`src/rtl/sprite_pkg.sv`:
```
// Shared constants and loader state type for the sprite bitmap store.
package sprite_pkg;

  localparam int unsigned SPRITE_SIZE = 16;
  localparam int unsigned FRAME_COUNT = 2;
  localparam int unsigned FRAME_W     = $clog2(FRAME_COUNT);
  localparam int unsigned ROW_W       = $clog2(SPRITE_SIZE);

  typedef enum logic [1:0] {
    StIdle,
    StLoad,
    StDone
  } load_state_e;

endpackage

```
`src/rtl/sprite_row_ram.sv`:
```
// Bitmap row storage: one synchronous write port, one synchronous read port.
module sprite_row_ram #(
  parameter int unsigned WORDS = 32,
  parameter int unsigned WIDTH = 16,
  localparam int unsigned AW = $clog2(WORDS)
) (
  input  logic             clk,
  input  logic             we,
  input  logic [AW-1:0]    waddr,
  input  logic [WIDTH-1:0] wdata,
  input  logic [AW-1:0]    raddr,
  output logic [WIDTH-1:0] rdata
);

  logic [WIDTH-1:0] mem [WORDS];

  // Contents are deliberately not reset; readers rely on frame_valid to mask stale rows.
  always_ff @(posedge clk) begin
    if (we) begin
      mem[waddr] <= wdata;
    end
    rdata <= mem[raddr];
  end

endmodule

```
`src/rtl/sprite_bitmap_store.sv`:
```
// Multi-frame 16x16 sprite bitmap with a row-streaming loader and a 1-cycle pixel read.
module sprite_bitmap_store #(
  parameter int unsigned FRAME_COUNT = sprite_pkg::FRAME_COUNT,
  parameter int unsigned SPRITE_SIZE = sprite_pkg::SPRITE_SIZE,
  localparam int unsigned FW = $clog2(FRAME_COUNT),
  localparam int unsigned RW = $clog2(SPRITE_SIZE)
) (
  input  logic                   clk,
  input  logic                   reset,
  input  logic [FW-1:0]          animState,
  input  logic [RW-1:0]          yin,
  input  logic [RW-1:0]          xin,
  output logic                   out,
  input  logic                   load_start,
  input  logic [FW-1:0]          load_frame,
  input  logic                   load_valid,
  input  logic [SPRITE_SIZE-1:0] load_data,
  output logic                   load_ready,
  output logic                   load_done,
  output logic [FRAME_COUNT-1:0] frame_valid
);

  import sprite_pkg::*;

  localparam logic [RW-1:0] LastRow = RW'(SPRITE_SIZE - 1);

  load_state_e            state_q, state_d;
  logic [RW-1:0]          row_q, row_d;
  logic [FW-1:0]          frame_q, frame_d;
  logic [FRAME_COUNT-1:0] valid_q, valid_d;
  logic                   wr_en;
  logic [SPRITE_SIZE-1:0] rd_row;
  logic [RW-1:0]          xin_q;
  logic                   pix_en_q;

  always_comb begin
    state_d    = state_q;
    row_d      = row_q;
    frame_d    = frame_q;
    valid_d    = valid_q;
    wr_en      = 1'b0;
    load_ready = 1'b0;
    load_done  = 1'b0;
    unique case (state_q)
      StIdle: begin
        if (load_start) begin
          frame_d             = load_frame;
          valid_d[load_frame] = 1'b0;
          row_d               = '0;
          state_d             = StLoad;
        end
      end
      StLoad: begin
        load_ready = 1'b1;
        if (load_valid) begin
          wr_en = 1'b1;
          // Last row ends the load instead of wrapping into another write.
          if (row_q == LastRow) begin
            state_d = StDone;
          end else begin
            row_d = row_q + 1'b1;
          end
        end
      end
      StDone: begin
        load_done        = 1'b1;
        valid_d[frame_q] = 1'b1;
        state_d          = StIdle;
      end
      default: state_d = StIdle;
    endcase
  end

  always_ff @(posedge clk or posedge reset) begin
    if (reset) begin
      state_q  <= StIdle;
      row_q    <= '0;
      frame_q  <= '0;
      valid_q  <= '0;
      xin_q    <= '0;
      pix_en_q <= 1'b0;
    end else begin
      state_q  <= state_d;
      row_q    <= row_d;
      frame_q  <= frame_d;
      valid_q  <= valid_d;
      xin_q    <= xin;
      pix_en_q <= valid_q[animState];
    end
  end

  sprite_row_ram #(
    .WORDS(FRAME_COUNT * SPRITE_SIZE),
    .WIDTH(SPRITE_SIZE)
  ) u_ram (
    .clk  (clk),
    .we   (wr_en),
    .waddr({frame_q, row_q}),
    .wdata(load_data),
    .raddr({animState, yin}),
    .rdata(rd_row)
  );

  // Row, column and valid are all captured on the same edge; bit select keeps 1-cycle latency.
  assign out         = pix_en_q & rd_row[LastRow - xin_q];
  assign frame_valid = valid_q;

endmodule

```
`config.mk`:
```
export PLATFORM = sky130hd
export DESIGN_NAME = sprite_bitmap_store
export DESIGN_NICKNAME = d
export VERILOG_FILES = /design/src/rtl/sprite_pkg.sv /design/src/rtl/sprite_row_ram.sv /design/src/rtl/sprite_bitmap_store.sv
export SDC_FILE = /design/constraint.sdc
export NUM_CORES = 1
export LEC_CHECK = 0
export BUFFER_PORTS_ARGS = -buffer_cell sky130_fd_sc_hd__buf_2
export CAP_MARGIN = 20
export CELL_PAD_IN_SITES_DETAIL_PLACEMENT = 2
export CELL_PAD_IN_SITES_GLOBAL_PLACEMENT = 2
export CORE_ASPECT_RATIO = 0.6
export CORE_MARGIN = 4
export CORE_UTILIZATION = 52
export CTS_CLUSTER_SIZE = 28
export DETAILED_ROUTE_END_ITERATION = 12
export MAX_ROUTING_LAYER = met4
export PLACE_DENSITY = 0.86
export SYNTH_ARGS = -nofsm -noshare
export SYNTH_HDL_FRONTEND = slang
export SYNTH_SLANG_ARGS = --single-unit
export TNS_END_PERCENT = 1
```
`constraint.sdc`:
```
create_clock -name clk -period 6.25 [get_ports clk]
set_clock_uncertainty 0.05 [all_clocks]
set_input_delay 0 -clock clk [delete_from_list [all_inputs] [get_ports clk]]
set_output_delay 0 -clock clk [all_outputs]
set_load 0.02 [all_outputs]
```
==> summary.md, run 1 <==
| Metric | Value |
|---|---|
| Post-Synth Adder-Cell Area | `0.002380` |
| Port Buffers | `34` |
| Starting Density | `0.5322` |
| Syn Nets | `1238` |
| Synth Area in Compound Gates | `0.05033` |
| Post-synth EDFFs | `512` |
| Top_reg_cell synth | `edfxtp_1` |
| Ys Warns | `0` |
| Simple-gate share of the synthesized area | `0.03760` |
| DIE HEIGHT | `163.8 um` |
| Number of distinct library cells after synthesis | `34` |
| Largest family of logic cells by synthesized area | `multiplexers` |
| Tool error | `[ERROR DPL-0033] detailed placement checks failed during check placement.` |
| Synth Instances | `1204` |
| DP HPWL | `40.97 mm` |
| Sequential fraction of the synthesis area | `0.7629` |
| Average size of a mapped cell | `17.47 sq um` |
| Synth Area in XOR/XNOR | `0.0008328` |
| GPL Wtd Cong | `between 0.8 and 0.9` |
| Post-synthesis mux area share | `0.1284` |
| Die width | `267.6 um` |
| Status | `did not finish` |
| Number of I/O pins | `35` |
| Post-synth ARST share | `0.02583` |
| Seq cells post-synth | `542` |
| Post-Syn Area | `21030 sq um` |
| Last stage | `detailed placement` |
| FP Rows | `56` |
## cells by family after synthesis
kind of cell | Yosys count
muxes | 262
and+or+nand+nor | 168
adders and majority gates | 4
DFF | 542
AOI/OAI and AO/OA | 150
buffers and inverters | 76
xor gates and xnor gates | 2
## per-stage QoR
stage / cells / hold WS, ps
2_1_floorplan: 1204 / -160.8
3_3_place_gp: 1719 / 25.65
## synth_stat cells, types with 2 or more instances
library cell / n / area (sq um)
a21oi_1: 32 / 160.2
a22o_1: 34 / 297.8
a22oi_1: 64 / 480.5
a31oi_1: 16 / 100.1
and2_1: 2 / 12.51
buf_1: 3 / 11.26
buf_2: 28 / 140.1
buf_4: 13 / 97.59
clkbuf_1: 26 / 97.59
dfrtp_1: 14 / 350.3
dfxtp_1: 16 / 320.3
edfxtp_1: 512 / 15370
ha_1: 4 / 50.05
inv_1: 6 / 22.52
mux2i_1: 256 / 2562
mux4_1: 4 / 105.1
nand2_1: 43 / 161.4
nand2b_1: 4 / 25.02
nand3_1: 35 / 175.2
nand3b_1: 2 / 15.01
nand4_1: 18 / 112.6
nor2_1: 38 / 142.6
nor2b_1: 4 / 25.02
nor3_1: 16 / 80.08
o21ai_0: 3 / 15.01
or3_1: 2 / 12.51
xnor2_1: 2 / 17.52
==> inputs of run 2 (changes only) <==
--- a/config.mk
+++ b/config.mk
@@ -7,15 +7,10 @@
 export LEC_CHECK = 0
 export BUFFER_PORTS_ARGS = -buffer_cell sky130_fd_sc_hd__buf_2
 export CAP_MARGIN = 20
-export CELL_PAD_IN_SITES_DETAIL_PLACEMENT = 2
-export CELL_PAD_IN_SITES_GLOBAL_PLACEMENT = 2
-export CORE_ASPECT_RATIO = 0.6
 export CORE_MARGIN = 4
-export CORE_UTILIZATION = 52
-export CTS_CLUSTER_SIZE = 28
+export CORE_UTILIZATION = 40
 export DETAILED_ROUTE_END_ITERATION = 12
-export MAX_ROUTING_LAYER = met4
-export PLACE_DENSITY = 0.86
+export PLACE_DENSITY_LB_ADDON = 0.15
 export SYNTH_ARGS = -nofsm -noshare
 export SYNTH_HDL_FRONTEND = slang
 export SYNTH_SLANG_ARGS = --single-unit
==> summary.md, run 2 <==
| Metric | Value |
|---|---|
| Status | `completed (was did not finish)` |
| Worst path required time | `approximately 6200 ps` |
| Drt wl/cell | `around 25 um` |
| Post-synth ARST share | `0.02583 (unchanged)` |
| Average size of a mapped cell | `17.47 sq um (unchanged)` |
| PD cells | `324.4 nW/um^2` |
| Top Registers | `u_ram.mem x512, u_ram.rdata x16` |
| Num CTS Buffers | `57` |
| Hold path endpoint | `xin_q[1]$_DFF_PP0_` |
| Design area | `24240 sq um` |
| Post-Place Cells | `1887` |
| Vias per std cell | `5.381` |
| Worst-margin pin slew | `1102 ps` |
| Vias in the first global route | `10.80k` |
| GRT overflow | `0` |
| Ys Warns | `0 (unchanged)` |
| Top reg by flops | `u_ram.mem` |
| Worst rel slew slack | `0.2649` |
| Buf/Inv on CP | `1` |
| H-tree Lvls | `2` |
| Reg-to-Reg End | `frame_q$_DFFE_PP0P_` |
| List of most frequent post-synthesis cells | `512 x edfxtp_1, 256 x mux2i_1, 64 x a22oi_1, 43 x nand2_1, 38 x nor2_1 (unchanged)` |
| Later-pin clock latency in the skew report | `610 ps` |
| Clock-pin slew on the worst setup and hold paths | `60 ps` |
| Initial DRT Pass Iterations | `5` |
| DP HPWL | `29.48 mm (was 40.97 mm)` |
| Internal power | `0.006096 W` |
| Number of distinct library cells after synthesis | `34 (unchanged)` |
| GPL Wtd Cong | `0.7786 (was 0.8511)` |
| # Max-Cap Violations | `0` |
| Die width | `237.3 um (was 267.6 um)` |
| R2R cell count | `5` |
| Synth top area share | `0.7310 (unchanged)` |
| WHS Path Cells | `2` |
| CTS tree | `yes` |
| Setup crit start | `xin_q[0]$_DFF_PP0_` |
| Post-CTS sizing | `0` |
| Combinational fraction of design power | `0.070` |
| Cell family with most CP delay | `multiplexers` |
| Antenna violations before repair | `2` |
| RSZ-0062 raised after global routing | `no` |
| Post-Syn Area | `21030 sq um (unchanged)` |
| Synth Instances | `1204 (unchanged)` |
| Post-CTS Setup Repair Bufs | `0` |
| Worst min-delay path class | `input port to flip-flop` |
| Residual DRC | `0` |
| Worst R2R Setup Slack | `3660 ps` |
| Crit path max fanout | `4` |
| Cts hold-fix bufs | `29` |
| CP startpoint kind | `flip-flop` |
| Peak Freq | `~350 MHz` |
| Reg2reg start | `state_q[0]$_DFFE_PP0P_` |
| Max reg flops | `512` |
| Nets | `1329` |
| Post-synth EDFFs | `512 (unchanged)` |
| Global-route wire length before repair | `74.60 mm` |
| Final setup vio count | `0` |
| Cell Chain, Critical Path | `mux4_1, mux4_2, and2_1, buf_2` |
| Final worst setup slack | `3394 ps` |
| Seq cells post-synth | `542 (unchanged)` |
| Root Buffer | `clkbuf_16` |
| Core Region | `slightly above 50000 sq um` |
| FP Rows | `83 (was 56)` |
| Top_reg_cell synth | `edfxtp_1 (unchanged)` |
| Fin. Hold Viols | `0` |
| Largest area contributor in the netlist | `edfxtp_1 (unchanged)` |
| Post-Layout Cell Count | `a little over 2k` |
| Area post-placement | `22190 sq um` |
| Vias | `10.90k` |
| Slew Viols, Final | `0` |
| CP Capture Type | `output pin` |
| Gr usage total | `0.1794` |
| Sw frac | `0.2248` |
| Largest stage delay on the critical path | `710 ps` |
| Total power | `0.007864 W` |
| Setup TNS | `0 ps` |
| Clock share of power | `0.404` |
| Sequential fraction of the synthesis area | `0.7629 (unchanged)` |
| Top cells by area, synth | `edfxtp_1 73%, mux2i_1 12%, a22oi_1 2.3%, dfrtp_1 1.7%, dfxtp_1 1.5% (unchanged)` |
| Most frequent cells in the layout | `512 x edfxtp_1, 256 x mux2i_1, 64 x a22oi_1` |
| Psw | `roughly 0.0018 W` |
| Leakage | `8.502 nW` |
| Hold path start | `xin[1]` |
| Clock tree buffer depth | `3` |
| Minimum clock period | `2856 ps` |
| Layout area overhead | `15.25%` |
| DIE HEIGHT | `237.3 um (was 163.8 um)` |
| Clock sink total | `approximately 540` |
| Wirelength, routed | `51.60 mm` |
| Tcrit/Tclk final | `0.4570` |
| Critical path type | `flip-flop to output pin` |
| Iteration-0 DRC Markers | `948` |
| Starting Density | `0.4067 (was 0.5322)` |
| Layout cells sized above 1 | `0.1310` |
| Slowest CP cell | `mux4_1` |
| Top-count cell post-synth | `edfxtp_1 (unchanged)` |
| Number of I/O pins | `35 (unchanged)` |
| Syn Nets | `1238 (unchanged)` |
| Commonest non-fill, non-tap cell in the layout | `edfxtp_1` |
| Reg power frac | `0.526` |
| Pin count of the biggest net entering global routing | `92` |
| Routed Antenna Nets | `0` |
| Number of cells on the critical path | `4` |
| Max rail drop VDD | `0.0002148 V` |
| Die area | `56310 sq um` |
| Port Buffers | `34 (unchanged)` |
| Pre-CTS setup slack | `3640 ps` |
| CP arrival | `2810 ps` |
run 2: cell families (layout without fill, tap and decap cells):
group,Yosys count,in the layout,synth area share
AOI/OAI and AO/OA,150,150,0.05033
DFF,542,542,0.7629
muxes,262,262,0.1284
other,0,2,0
and+or+nand+nor,168,168,0.03760
adders and majority gates,4,4,0.002380
buffers and inverters,76,216,0.01755
xor gates and xnor gates,2,2,0.0008330
run 2: worst register-to-register path: stages (launching register included):
cell and delay (ps):
dfrtp_1 450, nor3b_1 640, nand2_1 130, dlygate4sd3_1 610, o21ai_0 90, dlygate4sd3_1 570
run 2: how the worst max path moves through the flow:
stage,end,slack [ps]
6_report,out,3390
5_1_grt,out,3370
3_3_place_gp,u_ram.mem[1][15]$_DFFE_PP_,3640
2_1_floorplan,u_ram.mem[16][0]$_DFFE_PP_,4050
4_1_cts,out,3370
3_5_place_dp,u_ram.rdata[1]$_DFF_P_,3640
run 2: cell type report:
cell class,instances,area [sq um]
inverter,6,22.52
clock buffer,78,1568
clock inverter,30,190.2
fill,4420,27480
sequential,542,16050
tap,680,850.8
timing repair buffer,102,878.3
antenna,2,5.005
multi-input combinational,586,4679
run 2: metrics by stage:
stage	util	hold slack (ps)
floorplan	-	-160.8
global placement	0.4260	47.62
detailed placement	0.4290	67.37
CTS	0.4686	19.71
global route	0.4686	39.13
finish	0.4687	44.42
run 2: routing by layer:
metal | GRT usage | vias up | routed length, um
met5 | 0 | - | 0
met4 | 0.04476 | 0 | 986
met3 | 0.02947 | 69 | 2580
met2 | 0.2940 | 243 | 24910
met1 | 0.2529 | 5633 | 23130
li1 | - | 4957 | -
run 2: power groups by stage:
stage                     Sequential [W]  Clock, W  Combinational, W
final                            0.00414   0.00318          0.000547
after global routing             0.00415   0.00341          0.000589
after CTS                        0.00414   0.00325          0.000557
after detailed placement         0.00421         0          0.000539
after global placement           0.00421         0          0.000514
after floorplan                  0.00419         0          0.000308
No activity file was read; power rests on OpenSTA's default activity.
